`src/rtl/vga_scaled_timing_pkg.sv`:
```
// Shared widths, window defaults, scale encodings and the raster-control
// bundle for the scaled VGA timing generator.
package vga_scaled_timing_pkg;

  localparam int unsigned VGA_POSXY_BIT = 10;
  localparam int unsigned RGB_BIT       = 12;

  localparam int unsigned GAME_X_DEF = 0;
  localparam int unsigned GAME_Y_DEF = 0;
  localparam int unsigned GAME_W_DEF = 256;
  localparam int unsigned GAME_H_DEF = 240;

  typedef enum logic [1:0] {
    SCALE_1X   = 2'd0,
    SCALE_2X   = 2'd1,
    SCALE_4X   = 2'd2,
    SCALE_RSVD = 2'd3
  } scale_sel_e;

  // Raster control bits that travel through the renderer-latency delay line.
  typedef struct packed {
    logic hsync;
    logic vsync;
    logic de;
    logic win;
  } raster_ctl_t;

  // Map a scale selection to a right-shift amount; the reserved code acts as 2x.
  function automatic logic [1:0] scale_shift_of(input scale_sel_e sel);
    logic [1:0] sh;
    case (sel)
      SCALE_1X: sh = 2'd0;
      SCALE_2X: sh = 2'd1;
      SCALE_4X: sh = 2'd2;
      default:  sh = 2'd1;
    endcase
    return sh;
  endfunction

endpackage

```
`src/rtl/vga_scaled_timing_pipe_delay.sv`:
```
// Fixed-depth shift register with asynchronous active-low reset to a
// programmable idle value. DEPTH must be at least 1.
module pipe_delay #(
  parameter int unsigned      WIDTH   = 1,
  parameter int unsigned      DEPTH   = 1,
  parameter logic [WIDTH-1:0] RST_VAL = '0
) (
  input  logic             i_clk,
  input  logic             i_rst_n,
  input  logic [WIDTH-1:0] i_d,
  output logic [WIDTH-1:0] o_q
);

  logic [WIDTH-1:0] r_stage [DEPTH];

  // Shift the input down the stage chain each clock.
  always_ff @(posedge i_clk or negedge i_rst_n) begin
    if (!i_rst_n) begin
      for (int unsigned i = 0; i < DEPTH; i++) begin
        r_stage[i] <= RST_VAL;
      end
    end else begin
      r_stage[0] <= i_d;
      for (int unsigned i = 1; i < DEPTH; i++) begin
        r_stage[i] <= r_stage[i-1];
      end
    end
  end

  assign o_q = r_stage[DEPTH-1];

endmodule

```
`src/rtl/vga_scaled_timing.sv`:
```
// VGA raster generator with run-time 1x/2x/4x coordinate scaling, a game
// window flag, a renderer-latency delay line and registered pin outputs.
module vga_scaled_timing
  import vga_scaled_timing_pkg::*;
#(
  parameter int unsigned        H_ACTIVE   = 640,
  parameter int unsigned        H_FP       = 16,
  parameter int unsigned        H_SYNC     = 96,
  parameter int unsigned        H_BP       = 48,
  parameter int unsigned        V_ACTIVE   = 480,
  parameter int unsigned        V_FP       = 10,
  parameter int unsigned        V_SYNC     = 2,
  parameter int unsigned        V_BP       = 33,
  parameter logic               SYNC_POL   = 1'b0,
  parameter int unsigned        GAME_X     = GAME_X_DEF,
  parameter int unsigned        GAME_Y     = GAME_Y_DEF,
  parameter int unsigned        GAME_W     = GAME_W_DEF,
  parameter int unsigned        GAME_H     = GAME_H_DEF,
  parameter int unsigned        PIPE_LAT   = 2,
  parameter logic [RGB_BIT-1:0] BORDER_RGB = 12'h000
) (
  input  logic                     vga_clk,
  input  logic                     rstn,
  input  logic [1:0]               scale_sel,
  input  logic [RGB_BIT-1:0]       pixdata,
  output logic [VGA_POSXY_BIT-1:0] pos_x,
  output logic [VGA_POSXY_BIT-1:0] pos_y,
  output logic                     is_game_window,
  output logic                     frame_start,
  output logic                     line_start,
  output logic                     hsync,
  output logic                     vsync,
  output logic [RGB_BIT-1:0]       rgb
);

  localparam int unsigned H_TOTAL = H_ACTIVE + H_FP + H_SYNC + H_BP;
  localparam int unsigned V_TOTAL = V_ACTIVE + V_FP + V_SYNC + V_BP;
  localparam int unsigned HW      = $clog2(H_TOTAL);
  localparam int unsigned VW      = $clog2(V_TOTAL);
  localparam int unsigned PW      = VGA_POSXY_BIT;

  localparam logic [HW-1:0] H_LAST = HW'(H_TOTAL - 1);
  localparam logic [HW-1:0] H_ACT  = HW'(H_ACTIVE);
  localparam logic [HW-1:0] HS_BEG = HW'(H_ACTIVE + H_FP);
  localparam logic [HW-1:0] HS_END = HW'(H_ACTIVE + H_FP + H_SYNC);
  localparam logic [VW-1:0] V_LAST = VW'(V_TOTAL - 1);
  localparam logic [VW-1:0] V_ACT  = VW'(V_ACTIVE);
  localparam logic [VW-1:0] VS_BEG = VW'(V_ACTIVE + V_FP);
  localparam logic [VW-1:0] VS_END = VW'(V_ACTIVE + V_FP + V_SYNC);

  localparam logic [PW-1:0] WIN_X0 = PW'(GAME_X);
  localparam logic [PW-1:0] WIN_Y0 = PW'(GAME_Y);
  localparam logic [PW-1:0] WIN_W  = PW'(GAME_W);
  localparam logic [PW-1:0] WIN_H  = PW'(GAME_H);

  localparam raster_ctl_t CTL_IDLE = '{hsync: ~SYNC_POL, vsync: ~SYNC_POL, de: 1'b0, win: 1'b0};

  logic [HW-1:0]      r_h_cnt;
  logic [VW-1:0]      r_v_cnt;
  logic [1:0]         r_scale_shift;
  logic               r_hsync;
  logic               r_vsync;
  logic [RGB_BIT-1:0] r_rgb;

  logic               w_h_wrap;
  logic               w_v_wrap;
  logic               w_de;
  logic [HW-1:0]      w_h_shift;
  logic [VW-1:0]      w_v_shift;
  logic [PW-1:0]      w_rel_x;
  logic [PW-1:0]      w_rel_y;
  raster_ctl_t        w_ctl;
  raster_ctl_t        w_ctl_d;

  assign w_h_wrap = (r_h_cnt == H_LAST);
  assign w_v_wrap = (r_v_cnt == V_LAST);

  // Raster counters; the scale shift only changes as the frame wraps.
  always_ff @(posedge vga_clk or negedge rstn) begin
    if (!rstn) begin
      r_h_cnt       <= '0;
      r_v_cnt       <= '0;
      r_scale_shift <= 2'd1;
    end else if (w_h_wrap) begin
      r_h_cnt <= '0;
      if (w_v_wrap) begin
        r_v_cnt       <= '0;
        r_scale_shift <= scale_shift_of(scale_sel_e'(scale_sel));
      end else begin
        r_v_cnt <= r_v_cnt + 1'b1;
      end
    end else begin
      r_h_cnt <= r_h_cnt + 1'b1;
    end
  end

  assign w_de      = (r_h_cnt < H_ACT) && (r_v_cnt < V_ACT);
  assign w_h_shift = r_h_cnt >> r_scale_shift;
  assign w_v_shift = r_v_cnt >> r_scale_shift;

  assign pos_x = w_de ? PW'(w_h_shift) : '0;
  assign pos_y = w_de ? PW'(w_v_shift) : '0;

  // Offset-then-compare: below-origin coordinates wrap high and fall outside.
  assign w_rel_x = pos_x - WIN_X0;
  assign w_rel_y = pos_y - WIN_Y0;

  assign is_game_window = w_de && (w_rel_x < WIN_W) && (w_rel_y < WIN_H);
  assign frame_start    = (r_h_cnt == '0) && (r_v_cnt == '0);
  assign line_start     = (r_h_cnt == '0);

  // Undelayed sync/blank/window decode feeding the delay line.
  always_comb begin
    w_ctl       = CTL_IDLE;
    w_ctl.hsync = ((r_h_cnt >= HS_BEG) && (r_h_cnt < HS_END)) ? SYNC_POL : ~SYNC_POL;
    w_ctl.vsync = ((r_v_cnt >= VS_BEG) && (r_v_cnt < VS_END)) ? SYNC_POL : ~SYNC_POL;
    w_ctl.de    = w_de;
    w_ctl.win   = is_game_window;
  end

  generate
    if (PIPE_LAT == 0) begin : g_no_delay
      assign w_ctl_d = w_ctl;
    end else begin : g_delay
      pipe_delay #(
        .WIDTH   ($bits(raster_ctl_t)),
        .DEPTH   (PIPE_LAT),
        .RST_VAL (CTL_IDLE)
      ) u_pipe (
        .i_clk   (vga_clk),
        .i_rst_n (rstn),
        .i_d     (w_ctl),
        .o_q     (w_ctl_d)
      );
    end
  endgenerate

  // Pin register: blank outside active video, border outside the window.
  always_ff @(posedge vga_clk or negedge rstn) begin
    if (!rstn) begin
      r_hsync <= ~SYNC_POL;
      r_vsync <= ~SYNC_POL;
      r_rgb   <= '0;
    end else begin
      r_hsync <= w_ctl_d.hsync;
      r_vsync <= w_ctl_d.vsync;
      r_rgb   <= w_ctl_d.de ? (w_ctl_d.win ? pixdata : BORDER_RGB) : '0;
    end
  end

  assign hsync = r_hsync;
  assign vsync = r_vsync;
  assign rgb   = r_rgb;

endmodule

```
`config.mk`:
```
export PLATFORM = sky130hd
export DESIGN_NAME = vga_scaled_timing
export DESIGN_NICKNAME = d
export VERILOG_FILES = /design/src/rtl/vga_scaled_timing_pkg.sv /design/src/rtl/vga_scaled_timing_pipe_delay.sv /design/src/rtl/vga_scaled_timing.sv
export SDC_FILE = /design/constraint.sdc
export NUM_CORES = 1
export LEC_CHECK = 0
export BUFFER_PORTS_ARGS = -buffer_cell sky130_fd_sc_hd__clkbuf_2
export CORE_UTILIZATION = 40
export DETAILED_ROUTE_END_ITERATION = 10
export HOLD_SLACK_MARGIN = 0.02
export PLACE_DENSITY = 0.72
export SETUP_SLACK_MARGIN = 0.15
export SLEW_MARGIN = 15
export SYNTH_ARGS = -nofsm -noshare
export SYNTH_HDL_FRONTEND = slang
export SYNTH_SLANG_ARGS = --single-unit
```
`constraint.sdc`:
```
create_clock -name vga_clk -period 2.35 [get_ports vga_clk]
set_input_delay 0.3525 -clock vga_clk [delete_from_list [all_inputs] [get_ports vga_clk]]
set_output_delay 0.3525 -clock vga_clk [all_outputs]
set_load 0.01 [all_outputs]
```
==> out/qor.csv <==
stage,metric,value,unit
placed_design,place_inst,345,
yosys,synth_area_leader_cell,dfrtp_1,
route,ant_nets,0,
final_layout,multi_input_comb_area,1230,sq um
die,die-area,6360,sq um
route,totalWireLength,5490,um
route,first_pass_iters,4,
pwr,switchingPower,306,uW
clock_network,cts_made_buffers,5,
route,drtIter0Drc,128,
pwr,combPwrFrac,3.8,%
final_layout,nNetsFinal,306,
placed_design,placed_area,2750,sq um
yosys,yosys-top-cells-area,"dfrtp_1 (38%), dfstp_2 (7.6%), mux4_2 (6.5%), and3_1 (4.7%), nor2b_1 (3.4%)",
setup_path,worstSetupEndpointType,output pin,
timing,worstMarginPinSlew,0.502,ns
pwr,pwr-share-clk,41.9,%
pwr,intPower,1.11,mW
setup_path,critPathKind,flip-flop to output pin,
setup_path,reg2reg_slack,0.32,ns
clock_network,insertion_delay,0.30,ns
final_layout,stdcell_count,359,
yosys,synthTopCellsByCount,"dfrtp_1 (37), clkbuf_1 (19), and3_1 (18)",
yosys,synth-compound-area-share,6.10,%
die,die_w,79.8,um
timing,hold_viol_final,0,
final_layout,diodes,0,
grt,grt_pass1_wl,8580,um
grt,grt_pass1_vias,1749,
yosys,synth_edf_count,0,
yosys,synthSimpleGateAreaFrac,21.5,%
placed_design,hpwl,3680,um
final_layout,area_growth_syn_to_layout,25.2,%
final_layout,fillers,505,
grt,grt_max_degree,26,
die,ios,53,
route,wl_per_cell,15.3,um
yosys,synth.mux.area_fraction,13.6,%
timing,maxSlewViolCount,0,
timing,layout_min_cycle_time,2.19,ns
setup_path,worst-path-max-fanout,5,
final_layout,fin_util,53.4,%
setup_path,start_kind,flip-flop,
final_layout,register_area,1120,sq um
final_layout,drive_gt1_share,36.9,%
yosys,yosysMostFrequentCell,dfrtp_1,
yosys,synthXorXnorAreaFrac,4.34,%
status,status,"complete, no violations",
setup_path,worstPathArrival,1.84,ns
timing,finalSetupTns,0,ns
yosys,synth_fa_ha_area_share,2.07,%
timing,rsz0062_at_grt,true,
yosys,ys.flop_type,dfrtp_1,
yosys,synthesis.area,2420,sq um
yosys,yosysSeqAreaShare,45.9,%
timing,fin_crit_sh,93.3,%
clock_network,root_buffer,clkbuf_8,
timing,setup_viol,0,
yosys,synth_top_family_by_area,simple AND/OR/NAND/NOR gates,
timing,slew_headroom,66.3,%
yosys,yosysWarningCount,0,
clock_network,htree_levels,2,
grt,antenna_found_initial,0,
yosys,avgSynthCellArea,10.3,sq um
placed_design,place_congestion,0.824,
yosys,ys_async_sr_fraction,100,%
route,num_vias,1962,
die,start_util,42.6,%
pwr,power_density,468,nW/um^2
yosys,yosysTopAreaCellShare,38.3,%
grt,grt_overflow,0,
clock_network,cts.sinks,44,
timing,max_freq,456,MHz
final_layout,final_area,3030,sq um
pwr,power_leakage,1.41,nW
setup_path,cp.required,2.00,ns
pwr,max-vdd-ir-drop,321,uV
min_path,hold_class,primary input to flip-flop,
route,drc,0,
die,die-height,79.8,um
grt,track_usage,17.6,%
yosys,synth_seq_cells,44,
clock_network,clk_pin_slew,0.09,ns
yosys,postSynthCellCount,236,
yosys,synth_nets,256,
pwr,power_frac_seq,54.3,%
die,core-area,5680,sq um
clock_network,cts_tree,built,
route,viasPerCell,5.47,
placed_design,port_buffers,51,
die,num_rows,27,
pwr,swShare,21.6,%
clock_network,clockBufferDepth,2,
run,cap_violations,0,
yosys,yosysUniqueCellTypes,39,
timing,clock_skew,0.00814,ns
[cells in the final DEF (no fill, tap or decap), types with 6 or more instances in the layout]
master,count
nor2b_1,9
nor2_1,16
o21ai_0,6
inv_1,10
nand3_1,13
buf_4,16
clkbuf_2,46
dfstp_2,6
xnor2_1,6
dfrtp_1,35
xor2_1,6
nand2_1,8
and3_1,18
mux2i_1,7
mux4_2,7
[cell families after synthesis]
group,after synthesis
adder cells (fa/ha/maj),4
flip-flops,44
multiplexers,19
AND/OR/NAND/NOR,95
other,1
AO/OA/AOI/OAI,24
buffers and inverters,37
XOR/XNOR,12
[what timing repair did]
action,in CTS,in global routing
endpoints found under the setup margin,13,11
gates resized for setup,6,24
pin swaps,0,4
setup buffers,2,3
hold buffers,1,0
endpoints found under the hold margin,14,0
[registers in the layout (all words and copies together) (netlist names)]
signal	flops
rgb	12
r_h_cnt	10
r_v_cnt	10
g_delay.u_pipe.o_q	4
g_delay.u_pipe.r_stage	4
r_scale_shift	2
hsync	1
vsync	1
[critical path, stage by stage, from the launching register on]
cell      delay, ns
dfstp_4        0.64
buf_4          0.16
mux4_2         0.49
nor2b_1        0.14
clkbuf_2       0.12
[cell type report]
| class | instances | share of cell area (%) |
|---|---|---|
| multi-input combinational | 155 | 40.5 |
| sequential | 44 | 36.8 |
| timing repair buffer | 70 | 14.7 |
| tap | 72 | 2.97 |
| clock buffer | 5 | 2.27 |
| clock inverter | 3 | 1.53 |
| inverter | 10 | 1.24 |
[per-stage QoR]
stage          setup slack (ns)  hold WS (ns)  total power [mW]
2_1_floorplan             0.225        0.0569             0.801
4_1_cts                   0.161         0.292              1.44
6_report                  0.157         0.296              1.42
3_5_place_dp              0.179         0.326             0.839
5_1_grt                  0.0918         0.286              1.48
3_3_place_gp              0.231         0.313             0.837
[path summary, 6_finish.rpt]
path | end | startpoint | cells past startpoint
min in group asynchronous | rgb[0] | rstn | 2
worst max-delay path | pos_y[3] | r_scale_shift[0] | 4
worst min-delay path | rgb[10] | pixdata[10] | 2
worst max register to register | r_v_cnt[9] | r_h_cnt[1] | 5
worst min register to register | g_delay.u_pipe.o_q[0] | g_delay.u_pipe.r_stage[4] | 0
max in group asynchronous | r_scale_shift[0] | rstn | 3
[power by group through the flow]
| stage | Sequential, mW | Combinational, mW | Clock, mW |
|---|---|---|---|
| after floorplan | 0.791 | 0.00980 | 0 |
| after CTS | 0.770 | 0.0560 | 0.610 |
| after global routing | 0.771 | 0.0616 | 0.642 |
| after detailed placement | 0.785 | 0.0544 | 0 |
| after global placement | 0.784 | 0.0530 | 0 |
| final | 0.770 | 0.0543 | 0.593 |
[per-layer routing]
metal  routed length [um]  track usage, %
met5                    0               0
met4                   53            4.29
met3                  381            3.43
met2                 2540            27.7
met1                 2510            25.1
No activity file was read; power rests on OpenSTA's default activity.
